### config.mk
export PLATFORM = sky130hd
export DESIGN_NAME = mux_scan_ctrl
export DESIGN_NICKNAME = d
export VERILOG_FILES = /design/src/rtl/mux_scan_ctrl.sv
export SDC_FILE = /design/constraint.sdc
export NUM_CORES = 1
export LEC_CHECK = 0
export CAP_MARGIN = 20
export CORE_UTILIZATION = 51
export CTS_CLUSTER_SIZE = 8
export DETAILED_ROUTE_END_ITERATION = 12
export PLACE_DENSITY = 0.75
export SYNTH_ARGS = -nofsm -noshare
export SYNTH_HDL_FRONTEND = slang
export SYNTH_SLANG_ARGS = --single-unit
export TNS_END_PERCENT = 20
### constraint.sdc
create_clock -name clk -period 3.1 [get_ports clk]
set_input_delay 0.465 -clock clk [delete_from_list [all_inputs] [get_ports clk]]
set_output_delay 0.465 -clock clk [all_outputs]
set_load 0.01 [all_outputs]
### src/rtl/mux_scan_ctrl.sv
// mux_scan_ctrl: sequencer for a 1-bit 4x1 multiplexer.
// Steps the select lines S1:S0 through channels 0..3. Each channel is held
// for DWELL cycles, and D is sampled on the last cycle of each dwell.
// The four samples are assembled into the frame q, with q[k] = channel k.
// Optional feature macro: MUX_SCAN_PARITY_EN adds output par = ^q.
module mux_scan_ctrl #(
    parameter int DWELL = 2  // cycles per channel, legal range 1..255
) (
    input  logic       clk,
    input  logic       rst,
    input  logic       start,
    input  logic       cont,
    input  logic       D,
    output logic       S1,
    output logic       S0,
    output logic [3:0] q,
    output logic       busy,
`ifdef MUX_SCAN_PARITY_EN
    output logic       done,
    output logic       par
`else
    output logic       done
`endif
);

    typedef enum logic [1:0] {
        ST_IDLE = 2'd0,
        ST_SCAN = 2'd1,
        ST_DONE = 2'd2
    } state_t;

    localparam logic [7:0] CNT_LAST = 8'(DWELL - 1);

    state_t     r_state, w_state_nxt;
    logic [1:0] r_ch,     w_ch_nxt;
    logic [7:0] r_cnt,    w_cnt_nxt;
    logic [2:0] r_shadow, w_shadow_nxt;  // samples of channels 0..2
    logic [3:0] r_q,      w_q_nxt;
    logic       w_dwell_end;

    assign w_dwell_end = (r_cnt == CNT_LAST);

    // Next-state and datapath update logic for the scan sequence
    always_comb begin
        // NOTE: every output of this block gets a default first, so no path
        // leaves a signal unassigned and no latch is inferred.
        w_state_nxt  = r_state;
        w_ch_nxt     = r_ch;
        w_cnt_nxt    = r_cnt;
        w_shadow_nxt = r_shadow;
        w_q_nxt      = r_q;
        case (r_state)
            ST_IDLE: begin
                if (start) begin
                    w_state_nxt = ST_SCAN;
                    w_ch_nxt    = 2'd0;
                    w_cnt_nxt   = 8'd0;
                end
            end
            ST_SCAN: begin
                if (w_dwell_end) begin
                    w_cnt_nxt = 8'd0;
                    case (r_ch)
                        2'd0: w_shadow_nxt[0] = D;
                        2'd1: w_shadow_nxt[1] = D;
                        2'd2: w_shadow_nxt[2] = D;
                        default: begin
                            // Last channel: D goes straight into the frame
                            w_q_nxt     = {D, r_shadow};
                            w_state_nxt = ST_DONE;
                        end
                    endcase
                    if (r_ch != 2'd3) begin
                        w_ch_nxt = r_ch + 2'd1;
                    end
                end else begin
                    w_cnt_nxt = r_cnt + 8'd1;
                end
            end
            ST_DONE: begin
                // Select stays on channel 3 for this cycle, then rewinds
                w_ch_nxt    = 2'd0;
                w_cnt_nxt   = 8'd0;
                w_state_nxt = cont ? ST_SCAN : ST_IDLE;
            end
            default: begin
                w_state_nxt = ST_IDLE;
                w_ch_nxt    = 2'd0;
                w_cnt_nxt   = 8'd0;
            end
        endcase
    end

    // FSM state register with synchronous reset
    always_ff @(posedge clk) begin
        // NOTE: sequential state uses non-blocking assignments so every
        // register samples pre-edge values, independent of statement order.
        if (rst) begin
            r_state <= ST_IDLE;
        end else begin
            r_state <= w_state_nxt;
        end
    end

    // Channel, dwell counter, shadow samples and output frame registers
    always_ff @(posedge clk) begin
        if (rst) begin
            r_ch     <= 2'd0;
            r_cnt    <= 8'd0;
            r_shadow <= 3'd0;
            r_q      <= 4'd0;
        end else begin
            r_ch     <= w_ch_nxt;
            r_cnt    <= w_cnt_nxt;
            r_shadow <= w_shadow_nxt;
            r_q      <= w_q_nxt;
        end
    end

`ifdef MUX_SCAN_PARITY_EN
    logic r_par;

    // Parity tracks the frame and is written whenever q is written
    always_ff @(posedge clk) begin
        if (rst) begin
            r_par <= 1'b0;
        end else begin
            r_par <= ^w_q_nxt;
        end
    end

    assign par = r_par;
`endif

    // Select lines come straight from the channel register, so they are glitch-free
    assign S1   = r_ch[1];
    assign S0   = r_ch[0];
    assign q    = r_q;
    assign busy = (r_state != ST_IDLE);
    assign done = (r_state == ST_DONE);

endmodule

==> results.yml, run 1 <==
floorplan:
  initial_utilization_pct: 54.06
  die-width_um: 44.78
  die_h_um: 44.78
  num_rows: 15
  die_area_um2: 2005
  placeableCoreArea_um2: 1727
  ioPinCount: 13
synthesis:
  synth_area_leaders: "dfxtp_1, mux2i_1, ha_1, nor2_1, nand4_1"
  syn_inst: 98
  async_reset_ff_share_pct: 0
  synth_edf_count: 0
  ys_warn_count: 0
  syn_area_per_cell_um2: 9.524
  synth_top_area_share_pct: 40.75
  yosysSeqAreaShare_pct: 40.75
  ys.flop_type: "dfxtp_1"
  yosysMostFrequentCell: "dfxtp_1"
  synth_nets: 109
  synth_cell_types: 31
  synth_common_cells: "dfxtp_1, nor2_1, mux2i_1"
  ys_ff_latch: 19
  synth_top_area_cell: "dfxtp_1"
  syn_area_um2: 933.4
hold_path:
  hold_class: "reg -> reg"
place:
  dpl.cell_count: 133
  gp_congestion: 0.7011
  numPortBuffers: 12
  dp_hpwl_mm: 1.164
  place_area_um2: 1074
drt:
  wl_mm: 1.631
  wl_per_cell_um: 11.91
  first_pass_iters: 4
  remaining_drc_errors: 0
  drtIter0Drc: 10
  routed_via_density: 5.263
  ant_nets: 0
  num_vias: 721
critical_path:
  cp-end-kind: "output pin"
  r2r_slack_ns: 1.40
  critPathKind: "reg -> out"
  crit_fanout: 8
  r2r_end: "q[0]"
  reg2regPathDepth: 5
  startpoint: "r_state[1]"
  worstSetupEndpoint: "busy"
  critPathRequiredTime_ns: 2.63
  r2r-start: "r_cnt[0]"
  critPathLaunchType: "register"
  arrival_ns: 1.48
power:
  switching_share_pct: 25.44
  pwr-share-comb_pct: 10.6
  clock_power_share_pct: 29.8
  leakage_nw: 0.4427
  intPower_mw: 0.3171
  switchingPower_mw: 0.1082
  seqPwrFrac_pct: 59.6
  ir_worst_vdd_mv: 0.2693
  p_per_area_nw_per_um2: 386.3
layout:
  instances_no_fill: 137
  insertedDiodeCount: 0
  stdcell_area_um2: 1101
  drive_gt1_share_pct: 9.821
  syn_to_final_growth_pct: 17.96
  fin_nets: 124
  fillerInstances: 160
status:
  status: "complete, no violations"
sta:
  period_share_pct: 62.76
  worstMarginPinSlew_ns: 0.6130
  setup_tns_ns: 0
  hold_viol_final: 0
  min_period_ns: 1.946
  fmax_mhz: 514.0
  rsz0062_at_grt: "no"
  setup_viol: 0
  slew_viol_final: 0
  relSlewSlack_pct: 58.82
  skew_ns: 0.008644
clock_network:
  ctsHoldBuffers: 0
  h-tree-depth: 1
  cts_buffers: 3
  cts_tree: "done"
  path_clk_slew_ns: 0.11
  cts_resized: 0
  clock_tree.root_cell: "clkbuf_4"
  clk_latency_ns: 0.31
  cts_setup_buffers: 0
  clock_sinks: 19
  clockBufferDepth: 2
global_route:
  antenna_found_initial: 0
  grt_pass1_vias: 627
  track_usage_pct: 18.66
  grt.overflow.total: 0
  grt_max_degree: 15
  grt_pass1_wl_mm: 2.663
flow_run:
  cap_violations: 0
==> state kept, by name (all words and copies together) (netlist names) <==
register / cells
q: 4
r_ch: 2
r_cnt: 8
r_shadow: 3
r_state: 2
==> critical path: stages, from the launching register on <==
cell             delay [ns]
dfxtp_1                0.39
or2_2                  0.31
clkdlybuf4s50_1        0.48
==> final cells by class <==
cell class	instances	area [µm²]	area share [%]
multi-input cells	74	530.5	48.18
flip-flops and latches	19	380.4	34.55
repair buffers	12	120.1	10.91
well taps	25	31.28	2.841
clock buffers	3	22.52	2.045
inverters	3	11.26	1.023
clock inverters	1	5.005	0.4545
==> how the worst min path moves through the flow <==
stage	depth (start not counted)	slack, ns	startpoint	to
5_1_grt	2	0.55	q[0]	q[0]
3_5_place_dp	2	0.49	r_shadow[1]	r_shadow[1]
4_1_cts	2	0.52	r_shadow[1]	r_shadow[1]
3_3_place_gp	2	0.49	q[3]	q[3]
2_1_floorplan	2	0.46	r_shadow[0]	q[0]
6_report	2	0.51	r_shadow[1]	q[1]
==> cells in the final DEF, fill, tap and decap left out, types with 2 or more instances in the layout <==
| cell | n |
|---|---|
| dfxtp_1 | 19 |
| clkbuf_4 | 3 |
| ha_1 | 6 |
| nor2b_1 | 2 |
| clkdlybuf4s50_1 | 12 |
| nor2_1 | 18 |
| xnor2_1 | 3 |
| nand2_1 | 3 |
| nand4_1 | 6 |
| mux2i_1 | 8 |
| xor2_1 | 3 |
| inv_1 | 3 |
| a21oi_1 | 3 |
| nor3_1 | 5 |
==> per-layer routing <==
layer / track usage [%] / part of all wire [%]
met5: 0 / 0
met1: 23.46 / 51
met3: 6.000 / 5.5
met4: 9.091 / 1.2
met2: 28.82 / 43
==> logic make-up (layout without fill, tap and decap cells) <==
kind of cell,count (synthesis),after routing,share of synthesized area [%]
simple gates,43,43,25.87
mux,9,9,9.786
fa+ha+maj,6,6,8.043
compound gates,10,10,7.507
buf+inv,5,19,2.413
xor+xnor,6,6,5.631
flops,19,19,40.75
==> power by group through the flow <==
stage	Clock (mW)	Combinational, mW	Sequential [mW]
after floorplan	0	0.0311	0.258
after global placement	0	0.0433	0.259
final	0.127	0.0451	0.253
after CTS	0.133	0.0452	0.253
after global routing	0.142	0.0494	0.255
after detailed placement	0	0.0447	0.259
==> metrics by stage <==
step                      utilization, %  worst slack (ns)  power [mW]  hold WS (ns)
after floorplan                        -             1.620      0.2891        0.4601
final                              63.77             1.154      0.4253        0.5077
after global routing               63.77             1.058      0.4462        0.5482
after detailed placement           62.17             1.089      0.3037        0.4949
after global placement             62.17             1.137      0.3022        0.4901
after CTS                          63.77             1.143      0.4313        0.5211
(Power assumes the default switching activity.)
==> run 2: changes to the inputs <==
- clock period: 3.1 -> 1.9 ns (I/O delays scaled with it)
==> run 2 against run 1 <==
Clock skew fell by 0.0028 ns. Clock-buffer cell count did not move. Total power rose by 64%. Die area stayed put. Sequential cell count unchanged. Critical endpoint unchanged. Largest cell class unchanged. Highest routed layer unchanged.
==> results.yml, run 2 (synthesis gave the netlist of run 1 again) <==
status:
  status: "complete, no violations"
hold_path:
  hold_class: "reg -> reg"
critical_path:
  cp-end-kind: "output pin"
  crit_fanout: 8
  critPathLaunchType: "register"
  r2r_slack_ns: 0.22
  r2r-start: "r_cnt[0]"
  critPathRequiredTime_ns: 1.62
  worstSetupEndpoint: "busy"
  startpoint: "r_state[1]"
  reg2regPathDepth: 5
  critPathKind: "reg -> out"
  r2r_end: "r_cnt[1]"
  arrival_ns: 1.47
place:
  dp_hpwl_mm: 1.250
  gp_congestion: 0.8219
  numPortBuffers: 12
  post-place-ws_ns: 0.2246
sta:
  setup_viol: 0
  slew_viol_final: 0
  period_share_pct: 92.48
  fmax_mhz: 569.1
  setup_tns_ns: 0
  skew_ns: 0.005852
  layout_setup_ws_ns: 0.1430
  hold_viol_final: 0
  worstMarginPinSlew_ns: 0.4916
  relSlewSlack_pct: 67.05
  min_period_ns: 1.757
  rsz0062_at_grt: "no"
layout:
  drive_gt1_share_pct: 11.40
  syn_to_final_growth_pct: 19.84
  fin_nets: 126
  largest_register_ffs: 8
  layout_common_cells: "dfxtp_1, nor2_1, clkdlybuf4s50_1, mux2i_1"
  largest-register: "r_cnt"
  insertedDiodeCount: 0
  layout_commonest_cell: "dfxtp_1"
drt:
  first_pass_iters: 4
  wl_met3_um: 96
  highest_layer: "met4"
  wl_met1_um: 759
  wl_per_cell_um: 11.86
  remaining_drc_errors: 0
  wl_met2_um: 781
  ant_nets: 0
  wl_mm: 1.648
  num_vias: 710
  drtIter0Drc: 4
  routed_via_density: 5.108
flow_run:
  cap_violations: 0
power:
  leakage_nw: 0.4487
  pwr-share-comb_pct: 11.0
  switching_share_pct: 25.05
  intPower_mw: 0.5225
  ir_worst_vdd_mv: 0.5849
  switchingPower_mw: 0.1747
  clock_power_share_pct: 29.6
  seqPwrFrac_pct: 59.4
  p_per_area_nw_per_um2: 623.3
clock_network:
  ctsHoldBuffers: 0
  clockBufferDepth: 2
  clock_sinks: 19
  path_clk_slew_ns: 0.11
  cts_buffers: 3
  cts_setup_buffers: 0
  clk_latency_ns: 0.30
  clock_tree.root_cell: "clkbuf_4"
  h-tree-depth: 1
  cts_tree: "done"
  cts_resized: 0
floorplan:
  ioPinCount: 13
  die-width_um: 44.78
  num_rows: 15
  placeableCoreArea_um2: 1727
  initial_utilization_pct: 54.06
  die_h_um: 44.78
  die_area_um2: 2005
global_route:
  grt_pass1_wl_mm: 2.746
  grt.overflow.total: 0
  track_usage_pct: 19.11
  grt_max_degree: 13
  antenna_found_initial: 0
  grt_pass1_vias: 626
==> run 2: worst min path at each step <==
| stage | start | to | slack, ns | cells past startpoint |
|---|---|---|---|---|
| 4_1_cts | q[3] | q[3] | 0.52 | 2 |
| 3_3_place_gp | r_shadow[1] | q[1] | 0.48 | 2 |
| 3_5_place_dp | q[3] | q[3] | 0.49 | 2 |
| 2_1_floorplan | D | q[3] | 0.43 | 2 |
| 5_1_grt | q[0] | q[0] | 0.55 | 2 |
| 6_report | q[3] | q[3] | 0.51 | 2 |
==> run 2: final cells by class <==
cell class / count / area, µm²
fillers: 161 / 608.1
clock inverters: 1 / 7.507
clock buffers: 3 / 22.52
flip-flops and latches: 19 / 380.4
multi-input cells: 74 / 530.5
inverters: 3 / 11.26
well taps: 25 / 31.28
repair buffers: 14 / 135.1
==> run 2: metal layers <==
| metal | GRT usage [%] | up-vias |
|---|---|---|
| met2 | 31.47 | 15 |
| met3 | 9.200 | 2 |
| li1 | - | 376 |
| met5 | 0 | - |
| met4 | 3.636 | 0 |
| met1 | 22.83 | 317 |
==> run 2: critical path, stage by stage, from the launching register on <==
cell,delay [ns]
dfxtp_1,0.39
or2_2,0.31
clkdlybuf4s50_1,0.48
==> run 2: stage by stage <==
| stage | cells | hold WS (ns) | cell area (µm²) | util, % | power (mW) |
|---|---|---|---|---|---|
| 4_1_cts | 139 | 0.5237 | 1119 | 64.78 | 0.7080 |
| 3_3_place_gp | 135 | 0.4796 | 1089 | 63.04 | 0.4972 |
| 5_1_grt | 139 | 0.5527 | 1119 | 64.78 | 0.7322 |
| 6_report | 139 | 0.5107 | 1119 | 64.78 | 0.6972 |
| 2_1_floorplan | 98 | 0.4289 | 933.4 | - | 0.4717 |
| 3_5_place_dp | 135 | 0.4900 | 1089 | 63.04 | 0.4994 |
==> run 2: power by group through the flow <==
stage	registers [mW]	clock network (mW)	logic, mW
after global routing	0.416	0.232	0.0844
final	0.414	0.206	0.0768
after floorplan	0.421	0	0.0507
after global placement	0.422	0	0.0747
after CTS	0.414	0.216	0.0777
after detailed placement	0.423	0	0.0769
